$ cat src/rtl/cereal_pkg.sv
// Shared types and constants for the cereal serial receiver.
// The majority-vote sampling option is selected with CEREAL_RX_MAJORITY_EN.
package cereal_pkg;

  localparam int CEREAL_CLKS_PER_BIT_DFLT = 5208;
  localparam int CEREAL_DATA_W            = 8;

  typedef enum logic [2:0] {
    IDLE  = 3'd0,
    START = 3'd1,
    DATA  = 3'd2,
    STOP  = 3'd3,
    BREAK = 3'd4
  } cereal_state_e;

endpackage

$ cat src/rtl/cereal_sync.sv
// Two-flop synchronizer for asynchronous inputs; both stages reset to 1
// so an idle-high line does not look like an edge when reset is released.
module cereal_sync #(
  parameter int W = 1
) (
  input  logic         i_clk,
  input  logic         i_rst_n,
  input  logic [W-1:0] i_d,
  output logic [W-1:0] o_q
);

  logic [W-1:0] r_meta;
  logic [W-1:0] r_sync;

  always_ff @(posedge i_clk) begin
    if (!i_rst_n) begin
      r_meta <= '1;
      r_sync <= '1;
    end else begin
      r_meta <= i_d;
      r_sync <= r_meta;
    end
  end

  assign o_q = r_sync;

endmodule

$ cat src/rtl/cereal_rx.sv
// 8N1 serial receiver: mid-bit sampling, LSB-first shift, stop-bit check.
// Define CEREAL_RX_MAJORITY_EN to take each sample as a 3-cycle majority vote.
//
// state | meaning
// IDLE  | line idle, waiting for rx_s low
// START | counting to mid start bit, confirm it is still low
// DATA  | sampling 8 data bits, one per bit period
// STOP  | sampling the stop bit, strobe valid or frame_err
// BREAK | line held low after a framing error, wait for high
module cereal_rx
  import cereal_pkg::*;
#(
  parameter int CLKS_PER_BIT = CEREAL_CLKS_PER_BIT_DFLT
) (
  input  logic                     i_sysclk,
  input  logic                     i_rst_n,
  input  logic                     i_rx,
  output logic [CEREAL_DATA_W-1:0] o_data,
  output logic                     o_valid,
  output logic                     o_frame_err,
  output logic                     o_busy
);

  localparam int              CNT_W    = $clog2(CLKS_PER_BIT);
  localparam logic [CNT_W-1:0] CNT_LAST = CNT_W'(CLKS_PER_BIT - 1);
  localparam logic [CNT_W-1:0] CNT_HALF = CNT_W'(CLKS_PER_BIT / 2 - 1);

  cereal_state_e            r_state;
  logic [CNT_W-1:0]         r_cnt;
  logic [2:0]               r_idx;
  logic [CEREAL_DATA_W-1:0] r_shift;
  logic [CEREAL_DATA_W-1:0] r_data;
  logic                     r_valid;
  logic                     r_ferr;

  cereal_state_e            w_state_nxt;
  logic [CNT_W-1:0]         w_cnt_nxt;
  logic [2:0]               w_idx_nxt;
  logic [CEREAL_DATA_W-1:0] w_shift_nxt;
  logic [CEREAL_DATA_W-1:0] w_data_nxt;
  logic                     w_valid_nxt;
  logic                     w_ferr_nxt;
  logic                     w_rx_s;
  logic                     w_sample;

  cereal_sync #(.W(1)) u_sync (
    .i_clk   (i_sysclk),
    .i_rst_n (i_rst_n),
    .i_d     (i_rx),
    .o_q     (w_rx_s)
  );

`ifdef CEREAL_RX_MAJORITY_EN
  // Current rx_s plus the two previous cycles vote, so sample points do not move.
  logic [1:0] r_hist;

  always_ff @(posedge i_sysclk) begin
    if (!i_rst_n) r_hist <= 2'b11;
    else          r_hist <= {r_hist[0], w_rx_s};
  end

  assign w_sample = (w_rx_s & r_hist[0]) | (w_rx_s & r_hist[1]) | (r_hist[0] & r_hist[1]);
`else
  assign w_sample = w_rx_s;
`endif

  always_ff @(posedge i_sysclk) begin
    if (!i_rst_n) begin
      r_state <= IDLE;
      r_cnt   <= '0;
      r_idx   <= '0;
      r_shift <= '0;
      r_data  <= '0;
      r_valid <= 1'b0;
      r_ferr  <= 1'b0;
    end else begin
      r_state <= w_state_nxt;
      r_cnt   <= w_cnt_nxt;
      r_idx   <= w_idx_nxt;
      r_shift <= w_shift_nxt;
      r_data  <= w_data_nxt;
      r_valid <= w_valid_nxt;
      r_ferr  <= w_ferr_nxt;
    end
  end

  always_comb begin
    w_state_nxt = r_state;
    w_cnt_nxt   = r_cnt;
    w_idx_nxt   = r_idx;
    w_shift_nxt = r_shift;
    w_data_nxt  = r_data;
    w_valid_nxt = 1'b0;
    w_ferr_nxt  = 1'b0;
    case (r_state)
      IDLE: begin
        w_cnt_nxt = '0;
        if (!w_rx_s) w_state_nxt = START;
      end
      START: begin
        if (r_cnt == CNT_HALF) begin
          w_cnt_nxt   = '0;
          w_idx_nxt   = '0;
          w_state_nxt = w_sample ? IDLE : DATA;
        end else begin
          w_cnt_nxt = r_cnt + 1'b1;
        end
      end
      DATA: begin
        if (r_cnt == CNT_LAST) begin
          w_cnt_nxt          = '0;
          w_shift_nxt[r_idx] = w_sample;
          if (r_idx == 3'd7) w_state_nxt = STOP;
          else               w_idx_nxt   = r_idx + 3'd1;
        end else begin
          w_cnt_nxt = r_cnt + 1'b1;
        end
      end
      STOP: begin
        if (r_cnt == CNT_LAST) begin
          w_cnt_nxt = '0;
          if (w_sample) begin
            w_data_nxt  = r_shift;
            w_valid_nxt = 1'b1;
            w_state_nxt = IDLE;
          end else begin
            w_ferr_nxt  = 1'b1;
            w_state_nxt = BREAK;
          end
        end else begin
          w_cnt_nxt = r_cnt + 1'b1;
        end
      end
      BREAK: begin
        // Exit on the raw synchronized level so a stuck-low line never restarts a frame.
        w_cnt_nxt = '0;
        if (w_rx_s) w_state_nxt = IDLE;
      end
      default: begin
        w_state_nxt = IDLE;
      end
    endcase
  end

  assign o_data      = r_data;
  assign o_valid     = r_valid;
  assign o_frame_err = r_ferr;
  assign o_busy      = (r_state != IDLE);

endmodule

$ cat config.mk
export PLATFORM = sky130hd
export DESIGN_NAME = cereal_rx
export DESIGN_NICKNAME = d
export VERILOG_FILES = /design/src/rtl/cereal_pkg.sv /design/src/rtl/cereal_sync.sv /design/src/rtl/cereal_rx.sv
export SDC_FILE = /design/constraint.sdc
export NUM_CORES = 1
export LEC_CHECK = 0
export CAP_MARGIN = 15
export CORE_ASPECT_RATIO = 0.75
export CORE_UTILIZATION = 57
export CTS_CLUSTER_SIZE = 24
export DETAILED_ROUTE_END_ITERATION = 10
export GPL_TIMING_DRIVEN = 0
export PLACE_DENSITY = 0.86
export SLEW_MARGIN = 40
export SYNTH_ARGS = -nofsm -noshare
export SYNTH_HDL_FRONTEND = slang
export SYNTH_SLANG_ARGS = --single-unit
$ cat constraint.sdc
create_clock -name i_sysclk -period 2.6 [get_ports i_sysclk]
set_input_delay 0.65 -clock i_sysclk [delete_from_list [all_inputs] [get_ports i_sysclk]]
set_output_delay 0.65 -clock i_sysclk [all_outputs]
set_load 0.1 [all_outputs]
==> flow_summary.ini <==
[clocking]
ctsHtreeMaxLevel = 2
cts_hold_buffers = 0
clock_sink_count = 39
cts-root-buf = sky130_fd_sc_hd__clkbuf_8
numCtsBuffers = 5
tritoncts_clock_tree = built
clock_tree.buffer_depth = 2
clk-insertion-delay-late_ns = 0.30
cts.reportedPaths.clkPinSlew_ns = 0.07

[setup_path]
reg2reg_to = r_shift[5]
critical_path.max_stage_delay_ns = 0.49
regToRegStartpoint = r_cnt[0]
timing.setup.critical_path_class = register to register
worst_ep_required_time_ns = 2.77
worst_setup_path_end_kind = register
worstPathArrival_ns = 2.70
critical_path_peak_fanout = 10
reg2reg_slack_ns = 0.07
r2r_cells = 7
crit_path_cell_trace = ha_2 > or3b_4 > or4_4 > buf_6 > or4_4 > mux2i_1 > nor2_1
critical_path.startpoint_type = register
crit_slowest_cell = sky130_fd_sc_hd__or4_4
critPathMostFrequentCell = sky130_fd_sc_hd__or4_4

[place]
dpl.hpwl_um = 2930
dpl-instance-area_um2 = 2070
port-buffer-count = 13
cell_count_after_placement = 283
routabilityCongestion = 0.933

[route]
routed_via_density = 6.13
postRouteWirelength_um = 4340
route.detailed.drc = 0
detail_route.iter0.violations = 133
routedWlPerCell_um = 14.9
drt_first_pass_iters = 5
vias = 1785
antenna_violating_nets_post_route = 0

[logic_synthesis]
synth-main-ff-cell = sky130_fd_sc_hd__dfxtp_1
async_flop_share_pct = 0
synth_edf_count = 0
top_cells_by_count_synth = sky130_fd_sc_hd__dfxtp_1 (39), sky130_fd_sc_hd__nand2_1 (30), sky130_fd_sc_hd__nor2_1 (26)
ys_warn_count = 0
count_of_cell_types_in_the_netlist = 41
synth_most_common_cell = sky130_fd_sc_hd__dfxtp_1
synthesis.instances = 232
post_syn_nets = 238
cell_type_with_the_highest_aggregate_area_in_the_netlist = sky130_fd_sc_hd__dfxtp_1
synth.cell_area_um2 = 1940
synth.yosys.seq_area_share_pct = 40.2
postSynthRegisterBits = 39
synth_top_cells_by_area = sky130_fd_sc_hd__dfxtp_1 (40%), sky130_fd_sc_hd__mux2i_1 (10%), sky130_fd_sc_hd__nand2_1 (5.8%)
synth_area_per_cell_um2 = 8.38
portion_of_synthesized_cell_area_occupied_by_the_leading_cell_type_pct = 40.2

[layout]
post-route-cell-area_um2 = 2230
finish.net_count = 258
utilization_pct = 72.2
areaGrowthSynthToFinish_pct = 14.5
finalNonFillerCells = 291
drive_gt1_share_pct = 12.3
antenna-diode-count = 0

[sta]
slew_headroom_pct = 46.8
measured_slew_at_the_worst_slew_check_pin_ns = 0.792
fin_worst_skew_ns = 0.00514
final_max_slew_viol_count = 0
finalHoldViolCount = 0
setup_violations = 0
fin_crit_ns = 2.53
unrepaired_setup_endpoints_after_global_routing = no
period_share_pct = 97.1
max_clk_rate_mhz = 396
hold_slack_ns = 0.418

[global_route]
initial_antenna_violation_count = 0
globalRouteTotalUtil_pct = 25.8
maximum_number_of_pins_on_one_net_before_global_route_repair = 13
grt-ovfl-total = 0
global_route_wire_length_before_repair_um = 7110
first_global_vias = 1480

[pwr]
sw_frac_of_total_pct = 19.9
finalPower_mw = 1.25
part_of_the_power_in_registers_pct = 48.3
power.switching_mw = 0.248
p_int_mw = 0.998
share_of_power_burned_in_the_clock_network_pct = 47.6
power_frac_comb_pct = 4.0
power.density_nw_per_um2 = 560
total_leakage_power_nw = 0.889
power.ir.vdd_worst_uv = 323

[min_path]
hold_path_class = register to register
timing.hold.worst_path_depth = 1
hold_path_startpoint = u_sync.r_meta
worst_hold_path.endpoint = u_sync.o_q

[die]
ioPinCount = 14
start_util_pct = 63.0
floorplan.die.width_um = 69.4
die_area_um2 = 3650
floorplan.core_area_um2 = 3080
die_height_um = 52.6
row_count = 17

[run]
max_cap_violations = 0

[outcome]
outcome = completed
==> worst max-delay path by stage <==
stage | startpoint | end | slack, ns
2_1_floorplan | r_cnt[0] | r_shift[5] | 0.24
5_1_grt | r_cnt[0] | r_shift[5] | 0.03
4_1_cts | r_cnt[0] | r_cnt[10] | 0.02
6_report | r_cnt[0] | r_shift[5] | 0.07
3_3_place_gp | r_state[0] | o_busy | -0.24
3_5_place_dp | r_cnt[0] | r_cnt[10] | -0.17
==> power groups by stage <==
stage	sequential (mW)	clock [mW]	combinational [mW]
4_1_cts	0.602	0.599	0.0486
5_1_grt	0.602	0.625	0.0542
3_3_place_gp	0.615	0	0.0480
3_5_place_dp	0.616	0	0.0480
2_1_floorplan	0.615	0	0.0335
6_report	0.602	0.593	0.0501
==> worst max-delay path, delay by kind of cell, from the launching register on <==
family | cells | cell delay [ns]
fa+ha+maj | 1 | 0.24
mux | 1 | 0.16
flops | 1 | 0.38
buf+inv | 1 | 0.15
simple gates | 4 | 1.45
==> per-stage QoR <==
step                      setup TNS [ns]  setup WS (ns)
after detailed placement           -1.20         -0.171
after floorplan                        0          0.242
after global placement             -1.01         -0.241
after global routing                   0         0.0300
after CTS                              0         0.0177
final                                  0         0.0747
==> routing by layer <==
| layer | track usage (%) | part of all wire [%] | vias to the layer above |
|---|---|---|---|
| met2 | 35.4 | 40 | 64 |
| met4 | 11.9 | 1.7 | 0 |
| met5 | 0 | 0 | - |
| li1 | - | - | 876 |
| met1 | 37.7 | 52 | 836 |
| met3 | 6.15 | 6.5 | 9 |
==> kinds of logic after synthesis <==
logic type,count (synthesis),share of synthesized area (%)
AO/OA/AOI/OAI,37,12.4
adder cells (fa/ha/maj),3,1.93
buffers and inverters,16,3.54
flip-flops,39,40.2
multiplexers,20,10.3
AND/OR/NAND/NOR,117,31.7
==> what timing repair did <==
action | in CTS | in global routing
setup endpoints to repair | 16 | 14
buffers inserted | 0 | 0
hold endpoints to repair | 0 | 0
gates resized for setup | 2 | 5
==> cell usage in the layout, fill, tap and decap left out, drive strengths merged, types with 2 or more instances in the layout <==
cell            n
nor3            7
mux2i          20
o211ai          3
or3             8
dfxtp          39
ha              3
o31a            4
clkbuf         16
buf            13
or4             6
a21oi           7
nand4           3
and3            3
clkdlybuf4s50   2
bufinv          2
inv             4
nor4            5
nand3          13
nand2b          6
o211a           2
nand2          30
or3b            3
nor2           26
o21ai          15
==> layout make-up <==
class / instances / area (um2)
timing repair buffer: 13 / 75.1
buffer: 12 / 55.1
clock inverter: 2 / 60.1
sequential: 39 / 782
multi-input combinational: 177 / 1120
tap: 38 / 47.5
clock buffer: 6 / 72.6
inverter: 4 / 15.0
fill: 249 / 858
==> sequential cells by signal (all words and copies together), names as in the netlist <==
register and cells:
r_idx 3, r_cnt 13, u_sync.o_q 1, o_frame_err 1
r_shift 8, u_sync.r_meta 1, o_valid 1, o_data 8
r_state 3
No activity file was read; power rests on OpenSTA's default activity.
==> variant (same settings) <==
The option `CEREAL_RX_MAJORITY_EN` is turned on by a define.
--- a/src/rtl/cereal_rx.sv
+++ b/src/rtl/cereal_rx.sv
@@ -9,2 +9,4 @@
 // BREAK | line held low after a framing error, wait for high
+`define CEREAL_RX_MAJORITY_EN
+
 module cereal_rx
Function: same outputs for any inputs over 10 cycles, from zero or initial values and one cycle with i_rst_n low; that may be too few to reach the edited logic, so the function may still have changed.
==> variant against the original RTL <==
Die area is 4.4% lower; final cell count fell by 11%; sequential share of layout area rose by 4.1 points; synthesized area fell by 4.6%; synthesized cell count decreased by 13%; global-route usage fell by 0.46 points; critical path type unchanged; setup slack better by 0.34 ns; largest cell class unchanged; final area shrank 5.9%; sequential cell count rose by 2; via count is 16% lower; wire length down 11%.
Power is not compared: it rests on default switching activity, and its combinational part moved more than twofold at a synthesized area within 25%.
==> variant: results (changes against the original RTL) <==
[detailed_routing]
drt_wl_total_mm=3.85  ; -11%
routed.top_layer=met4
wl_met3_um=267  ; -5.3%
drt-met1-wl_mm=1.79  ; -20%
drt_iter0_markers=183  ; +38%
viasPerCell=5.77  ; -5.9%
dr.pass1.iters=4  ; -1
wl_met2_mm=1.71  ; -1.9%

[yosys]
synthArstFlopShare_pct=0  ; unchanged
yosysSeqAreaShare_pct=44.2  ; +4.1 points
yosysWarnings=0  ; unchanged
synth_area_leaders=dfxtp_1 44%, mux2i_1 8.1%, xor2_1 4.7%
synth_flop_cell=dfxtp_1
synth.distinct_cells=44  ; +7.3%
synth_commonest_cells=41 x dfxtp_1, 22 x nor2_1, 17 x nand2_1
syn_nets=207  ; -13%

[outcome]
outcome=complete, no violations

[clock_network]
ctsResizeCount=0  ; -2
clk_latency_ns=0.30  ; about the same
htree_levels=2  ; unchanged
cts_made_buffers=5  ; unchanged
root_buffer=clkbuf_8
clkTransAtPathRegs_ns=0.07  ; about the same

[global_routing]
grt.total_usage_pct=25.3  ; -0.46 points
grt_pass1_wl_mm=6.36  ; -11%
grt_max_degree=13  ; unchanged
grt_pass1_vias=1411  ; -4.7%
antenna_found_initial=0  ; unchanged
grt_overflow=0  ; unchanged

[worst_setup_path]
timing.rr.end=r_cnt[10]$_SDFFE_PN0P_
rrSetupSlack_ns=0.42  ; +0.34 ns
timing.rr.start=r_cnt[5]$_SDFFE_PN0P_
ff2ff_path_depth=6  ; -1
crit_arrival_ns=2.37  ; -0.33 ns
worst-path-max-fanout=10  ; unchanged

[placed_design]
dpl_cell_area_um2=1980  ; -4.3%
hpwl_mm=2.70  ; -8.0%
io_buffers=13  ; unchanged
gp_congestion=0.899  ; -3.6%

[min_path]
hp-class=flip-flop to flip-flop
worstHoldStart=u_sync.r_meta$_SDFF_PN1_
hold_path_end=u_sync.o_q$_SDFF_PN1_

[sta]
clock_skew_ns=0.00457  ; -0.000571 ns
worst_pin_slew_ns=0.660  ; -0.132 ns
hold_ws_ns=0.434  ; +0.0164 ns
fin_crit_ns=2.18  ; -0.341 ns

[finish]
largest_reg_flops=13  ; unchanged
nets=227  ; -12%
drive_gt1_share_pct=11.3  ; -0.99 points

[power]
p_leak_nw=0.816
internal_power_mw=1.06

## variant: changes by cell type after synthesis, sizes merged, moves of 5 or more
cell / unedited run / this run
nor2b: 1 / 9
mux2i: 20 / 15
o21ai: 15 / 4
nand3: 13 / 7
a21oi: 7 / 2
or4: 6 / 1
or3: 8 / 2
xor2: 0 / 10
nand2: 30 / 17
## variant: logic make-up (layout without fill, tap and decap cells)
kind of cell / Yosys count / in the layout / synth area share (%)
and+or+nand+nor: 92 / 92 / 27.3
DFF: 41 / 41 / 44.2
AOI/OAI and AO/OA: 24 / 24 / 9.37
muxes: 15 / 15 / 8.09
buffers and inverters: 14 / 35 / 3.30
xor gates and xnor gates: 12 / 12 / 5.66
adders and majority gates: 3 / 3 / 2.02
## variant: layer usage
metal	track usage, %	vias up
met3	8.26	10
met1	34.0	682
met2	37.3	63
met5	0	-
li1	-	746
met4	9.72	0
## variant: final cells by class
class                      count  area, um^2
tap                           38        47.5
clock buffer                   7        86.3
fill                         229         926
multi-input combinational    146         973
sequential                    41         821
buffer                        11        50.0
timing repair buffer          13        75.1
inverter                       3        11.3
clock inverter                 1        30.0
## variant: critical path: stages, from the launching register on
cell and delay, ns:
dfxtp_1 0.44, or4bb_1 0.51, nor3_1 0.44, a21o_1 0.26
a21o_1 0.13, buf_2 0.22, nor2_1 0.08
## variant: worst max path at each step
stage,start,endpoint,slack (ns),cells past startpoint
3_3_place_gp,r_state[1]$_SDFFE_PN0P_,o_busy,0.07,3
2_1_floorplan,r_cnt[11]$_SDFFE_PN0P_,o_data[0]$_SDFFE_PN0P_,0.63,6
5_1_grt,r_cnt[5]$_SDFFE_PN0P_,r_cnt[10]$_SDFFE_PN0P_,0.25,6
3_5_place_dp,i_rst_n,r_state[2]$_SDFFE_PN0P_,0.27,5
6_report,r_cnt[5]$_SDFFE_PN0P_,r_cnt[10]$_SDFFE_PN0P_,0.42,6
4_1_cts,r_state[1]$_SDFFE_PN0P_,o_busy,0.42,3
## variant: power by group through the flow
stage / combinational [mW] / sequential (mW) / clock [mW]
after floorplan: 0.248 / 0.677 / 0
after detailed placement: 0.305 / 0.682 / 0
after global placement: 0.296 / 0.679 / 0
after CTS: 0.307 / 0.667 / 0.534
final: 0.310 / 0.667 / 0.529
after global routing: 0.337 / 0.670 / 0.557
## variant: through the flow
| stage | setup WS [ns] | total power, mW | instances |
|---|---|---|---|
| floorplan | 0.631 | 0.925 | 201 |
| global placement | 0.0673 | 0.974 | 252 |
| detailed placement | 0.273 | 0.986 | 252 |
| CTS | 0.418 | 1.51 | 260 |
| global route | 0.247 | 1.56 | 260 |
| finish | 0.416 | 1.51 | 260 |
